--- config.mk ---
export PLATFORM = sky130hd
export DESIGN_NAME = bcd_entry_ctrl
export DESIGN_NICKNAME = d
export VERILOG_FILES = /design/src/rtl/bcd_entry_pkg.sv /design/src/rtl/bcd_digit_check.sv /design/src/rtl/bcd_entry_ctrl.sv
export SDC_FILE = /design/constraint.sdc
export NUM_CORES = 1
export LEC_CHECK = 0
export CAP_MARGIN = 10
export CORE_ASPECT_RATIO = 1.75
export CORE_MARGIN = 2
export CORE_UTILIZATION = 62
export DETAILED_ROUTE_END_ITERATION = 8
export DONT_BUFFER_PORTS = 1
export HOLD_SLACK_MARGIN = 0.03
export PLACE_DENSITY = 0.78
export SYNTH_ARGS = -nofsm -noshare
export SYNTH_HDL_FRONTEND = slang
export SYNTH_SLANG_ARGS = --single-unit
--- constraint.sdc ---
create_clock -name clk -period 2.5 [get_ports clk]
set_input_delay 0.625 -clock clk [delete_from_list [all_inputs] [get_ports clk]]
set_output_delay 0.625 -clock clk [all_outputs]
set_load 0.02 [all_outputs]
--- src/rtl/bcd_entry_pkg.sv ---
// Shared types and constants for the BCD digit-entry controller.
package bcd_entry_pkg;

    typedef enum logic [1:0] {
        IDLE    = 2'd0,
        COLLECT = 2'd1,
        DONE    = 2'd2,
        ERROR   = 2'd3
    } entry_state_t;

    localparam logic [1:0] ERR_NONE    = 2'b00;
    localparam logic [1:0] ERR_DIGIT   = 2'b01;
    localparam logic [1:0] ERR_TIMEOUT = 2'b10;

    localparam logic [3:0] BCD_MAX = 4'd9;

endpackage

--- src/rtl/bcd_digit_check.sv ---
// Combinational BCD digit legality check: a nibble is legal when it is 0..9.
module bcd_digit_check
    import bcd_entry_pkg::*;
(
    input  logic [3:0] digit_i,
    output logic       isLegal_o
);

    assign isLegal_o = (digit_i <= BCD_MAX);

endmodule

--- src/rtl/bcd_entry_ctrl.sv ---
// Multi-digit BCD entry controller: accepts digits over valid/ready, validates
// them, shifts them into a packed BCD register and flags completion, illegal
// digits or idle timeouts. Optional binary output enabled by the macro
// BCD_ENTRY_BIN_OUT_EN.
module bcd_entry_ctrl
    import bcd_entry_pkg::*;
#(
    parameter int NUM_DIGITS  = 4,
    parameter int TIMEOUT_CYC = 255
)
(
    input  logic                              clk,
    input  logic                              rst,
    input  logic                              start,
    input  logic                              clear,
    input  logic [3:0]                        digit_in,
    input  logic                              digit_valid,
    output logic                              digit_ready,
    output logic [4*NUM_DIGITS-1:0]           bcd_out,
    output logic [$clog2(NUM_DIGITS+1)-1:0]   digit_count,
    output logic                              done,
    output logic                              input_err,
    output logic [1:0]                        err_code
`ifdef BCD_ENTRY_BIN_OUT_EN
    ,
    output logic [$clog2(10**NUM_DIGITS)-1:0] bin_out
`endif
);

    localparam int BW = 4 * NUM_DIGITS;
    localparam int CW = $clog2(NUM_DIGITS + 1);
    localparam int TW = (TIMEOUT_CYC > 0) ? $clog2(TIMEOUT_CYC + 1) : 1;

    entry_state_t   state_q;
    logic [BW-1:0]  bcd_q;
    logic [CW-1:0]  count_q;
    logic [TW-1:0]  timeoutCnt_q;
    logic           done_q;
    logic           inputErr_q;
    logic [1:0]     errCode_q;

    logic [BW-1:0]  bcd_d;
    logic [CW-1:0]  count_d;
    logic [TW-1:0]  timeoutCnt_d;
    logic           timeoutHit;
    logic           digitLegal;

`ifdef BCD_ENTRY_BIN_OUT_EN
    localparam int BINW = $clog2(10**NUM_DIGITS);
    logic [BINW-1:0] bin_q;
    logic [BINW-1:0] bin_d;
`endif

    bcd_digit_check uDigitCheck (
        .digit_i   (digit_in),
        .isLegal_o (digitLegal)
    );

    // Candidate values for a transfer and a saturating idle counter step.
    always_comb begin
        bcd_d        = (bcd_q << 4) | BW'(digit_in);
        count_d      = count_q + CW'(1);
        timeoutCnt_d = timeoutCnt_q;
        timeoutHit   = 1'b0;
        if (TIMEOUT_CYC != 0) begin
            if (timeoutCnt_q != TW'(TIMEOUT_CYC)) begin
                timeoutCnt_d = timeoutCnt_q + TW'(1);
            end
            timeoutHit = (timeoutCnt_d == TW'(TIMEOUT_CYC));
        end
`ifdef BCD_ENTRY_BIN_OUT_EN
        bin_d = BINW'(bin_q * BINW'(10)) + BINW'(digit_in);
`endif
    end

    // Main FSM; clear beats start beats transfer beats timeout.
    always_ff @(posedge clk or posedge rst) begin
        if (rst) begin
            state_q      <= IDLE;
            bcd_q        <= '0;
            count_q      <= '0;
            timeoutCnt_q <= '0;
            done_q       <= 1'b0;
            inputErr_q   <= 1'b0;
            errCode_q    <= ERR_NONE;
`ifdef BCD_ENTRY_BIN_OUT_EN
            bin_q        <= '0;
`endif
        end else if (clear || start) begin
            state_q      <= clear ? IDLE : COLLECT;
            bcd_q        <= '0;
            count_q      <= '0;
            timeoutCnt_q <= '0;
            done_q       <= 1'b0;
            inputErr_q   <= 1'b0;
            errCode_q    <= ERR_NONE;
`ifdef BCD_ENTRY_BIN_OUT_EN
            bin_q        <= '0;
`endif
        end else if (state_q == COLLECT) begin
            if (digit_valid) begin
                if (digitLegal) begin
                    bcd_q        <= bcd_d;
                    count_q      <= count_d;
                    timeoutCnt_q <= '0;
`ifdef BCD_ENTRY_BIN_OUT_EN
                    bin_q        <= bin_d;
`endif
                    if (count_d == CW'(NUM_DIGITS)) begin
                        state_q <= DONE;
                        done_q  <= 1'b1;
                    end
                end else begin
                    state_q    <= ERROR;
                    inputErr_q <= 1'b1;
                    errCode_q  <= ERR_DIGIT;
                end
            end else begin
                timeoutCnt_q <= timeoutCnt_d;
                if (timeoutHit) begin
                    state_q    <= ERROR;
                    inputErr_q <= 1'b1;
                    errCode_q  <= ERR_TIMEOUT;
                end
            end
        end
    end

    assign digit_ready = (state_q == COLLECT);
    assign bcd_out     = bcd_q;
    assign digit_count = count_q;
    assign done        = done_q;
    assign input_err   = inputErr_q;
    assign err_code    = errCode_q;
`ifdef BCD_ENTRY_BIN_OUT_EN
    assign bin_out     = bin_q;
`endif

endmodule

==> summary.txt <==
Status - complete, no violations
H-tree levels - 2
Top_reg_cell synth - dfrtp_1
Leakage power - 0.792 nW
Io pins - 33
Register area share after synthesis - 49.1%
Height of the die - 72.9 um
Global-route wire length before repair - 6110 um
Largest net degree at the start of global routing - 34
Synth Area in XOR/XNOR - 2.08%
Worst-Skew Late Latency - 0.29 ns
Clock buffer count from CTS - 5
Fillers - 225
Slew headroom - 58.4%
Mean Syn Cell Area - 8.76 sq um
Final Skew - 0.00620 ns
Final slew viol count - 0
Peak VDD IR - 0.516 mV
CTS hold repair buffers - 0
Largest family of logic cells by synthesized area - simple AND/OR/NAND/NOR gates
Mapped Area - 0.00168 sq mm
Final setup viols - 0
Crit end category - register
Reg2reg end - err_code[0]
Yosys reg bits - 33
Warnings from Yosys - 0
Initial DRC count - 28
Max-Cap Viols - 0
Post-DRT Antenna Nets - 0
Final nets - 205
CTS tree - yes
Syn Nets - 204
Hold Vio Cnt, Final - 0
Clock Sinks - 33
Crit path to - err_code[0]
GR Overflow Total - 0
1st-pass router iterations - 4
Post-DR vias/cell - 6.18
Crit path from - timeoutCnt_q[0]
Worst Reg-to-Reg Cells - 6
Final wirelength - 3600 um
Area delta synth->final - 4.98%
Die X - 43.4 um
Worst-Margin Slew - 0.623 ns
Post-synthesis adder-cell area fraction - 2.23%
Post-CTS Setup Bufs - 0
DRC Markers - 0
Crit Path Class - register to register
Root Buffer Master - clkbuf_8
Clock buffer depth - 2
Final min period - 2.05 ns
Initial antenna violation count - 0
Worst path arrival time - 2.22 ns
Vias in the first global route - 1355
Final HPWL DP - 2710 um
Ys async rst share - 100%
Synth Area in Compound Gates - 18.5%
Final instance area - 0.00177 sq mm
Post_cts resized - 0
CP required - 2.67 ns
Setup_tns - 0 ns
Dpl ws - 0.445 ns
Tot GR Track Use - 25.8%
Site Rows - 25
Synth cell types - 37
Number of synthesized flops with an enable pin - 0
Startpoint Class - register
Die area - 0.00316 sq mm
IO Port Bufs - 0
Final WS setup - 0.448 ns
RSZ-0062 raised after global routing - false
Mux cell area share after synthesis - 0%
Pwr Total - 0.000982 W
Synth Area in Simple Gates - 24.1%
Worst hold path type - input pin to async pin
DR vias - 1365
Worst R2R Setup Slack - 0.45 ns
Dpl cells - 213
Share of cells above drive strength 1 - 8.76%
Core area - 0.00263 sq mm
Clock-pin slew on the worst setup and hold paths - 0.07 ns
P per Cell Area - 556 mW/mm^2
Finished Layout Cells - 221
Routed wire length per instance - 16.3 um
Gpl congestion - 0.909
Final period utilization - 82.1%
Crit-path max FO - 7
Antenna cells - 0
Placed Area - 0.00169 sq mm
Critical R2R Launch - timeoutCnt_q[0]
Initial core utilization - 64.0%
Maximum clock frequency - 487 MHz
Synth Instances - 192
## layout by cell type, fill, tap and decap left out, types with 4 or more instances in the layout
cell / synthesis / layout
inv_1: 4 / 4
nand2_1: 45 / 45
nand3_1: 6 / 6
nor2_1: 18 / 18
o21ai_0: 11 / 11
dfrtp_1: 33 / 33
clkbuf_8: 0 / 5
a21oi_1: 27 / 27
## metal layers
layer  wire length [um]  track usage, %
met1               1380            28.4
met2               1950            44.8
met3                174            5.94
met4                 99            14.1
met5                  0               0
## power by group
part           leakage [nW]  internal (W)  switching (W)  total [W]
Combinational         0.293     0.0000145      0.0000426  0.0000571
Sequential            0.459      0.000538     0.00000611   0.000544
Clock                0.0395      0.000198       0.000184   0.000381
Total                 0.792      0.000750       0.000232   0.000982
## Yosys cell counts (3+ instances only)
cell | number | share of area [%]
nand3_1 | 6 | 1.8
clkbuf_1 | 4 | 0.89
nor2_1 | 18 | 4.0
inv_1 | 4 | 0.89
nand2_1 | 45 | 10
ha_1 | 3 | 2.2
buf_2 | 3 | 0.89
dfrtp_1 | 33 | 49
a21oi_1 | 27 | 8.0
nor3_1 | 3 | 0.89
and3_2 | 3 | 1.3
o21ai_0 | 11 | 3.3
## worst min-delay path by stage
stage | startpoint | endpoint | slack [ns] | cells after the start
after floorplan | state_q[0] | state_q[0] | 0.50 | 1
after global placement | state_q[0] | state_q[0] | 0.51 | 1
after detailed placement | state_q[0] | state_q[0] | 0.52 | 1
after CTS | rst | timeoutCnt_q[1] | 0.32 | 2
after global routing | rst | timeoutCnt_q[2] | 0.35 | 2
final | rst | timeoutCnt_q[2] | 0.30 | 2
## logic make-up after synthesis
kind of cell,after synthesis
flops,33
simple gates,86
fa+ha+maj,3
buf+inv,13
xor+xnor,4
compound gates,53
## area by class of cell
class	count	area, sq um	area share [%]
clock buffer	8	80.1	4.54
inverter	4	15.0	0.850
multi-input combinational	146	788	44.6
sequential	33	826	46.8
tap	27	33.8	1.91
timing repair buffer	3	22.5	1.28
## worst max-delay path, stage by stage (launching register included)
cell,delay [ns]
dfrtp_1,0.44
ha_1,0.32
and2_2,0.26
a311oi_1,0.30
o32a_2,0.21
nand4b_2,0.15
o31a_1,0.26
## flip-flops by register name, summed over array words and instances, names as in the netlist
name and cells:
timeoutCnt_q 8, digit_count 3, state_q 2, done 1, err_code 2, input_err 1, bcd_out 16
## through the flow
stage,utilization (%),hold slack (ns)
CTS,67.2,0.319
finish,67.2,0.298
detailed placement,64.1,0.521
global route,67.2,0.353
floorplan,-,0.496
global placement,64.1,0.509
No activity file was read; power rests on OpenSTA's default activity.
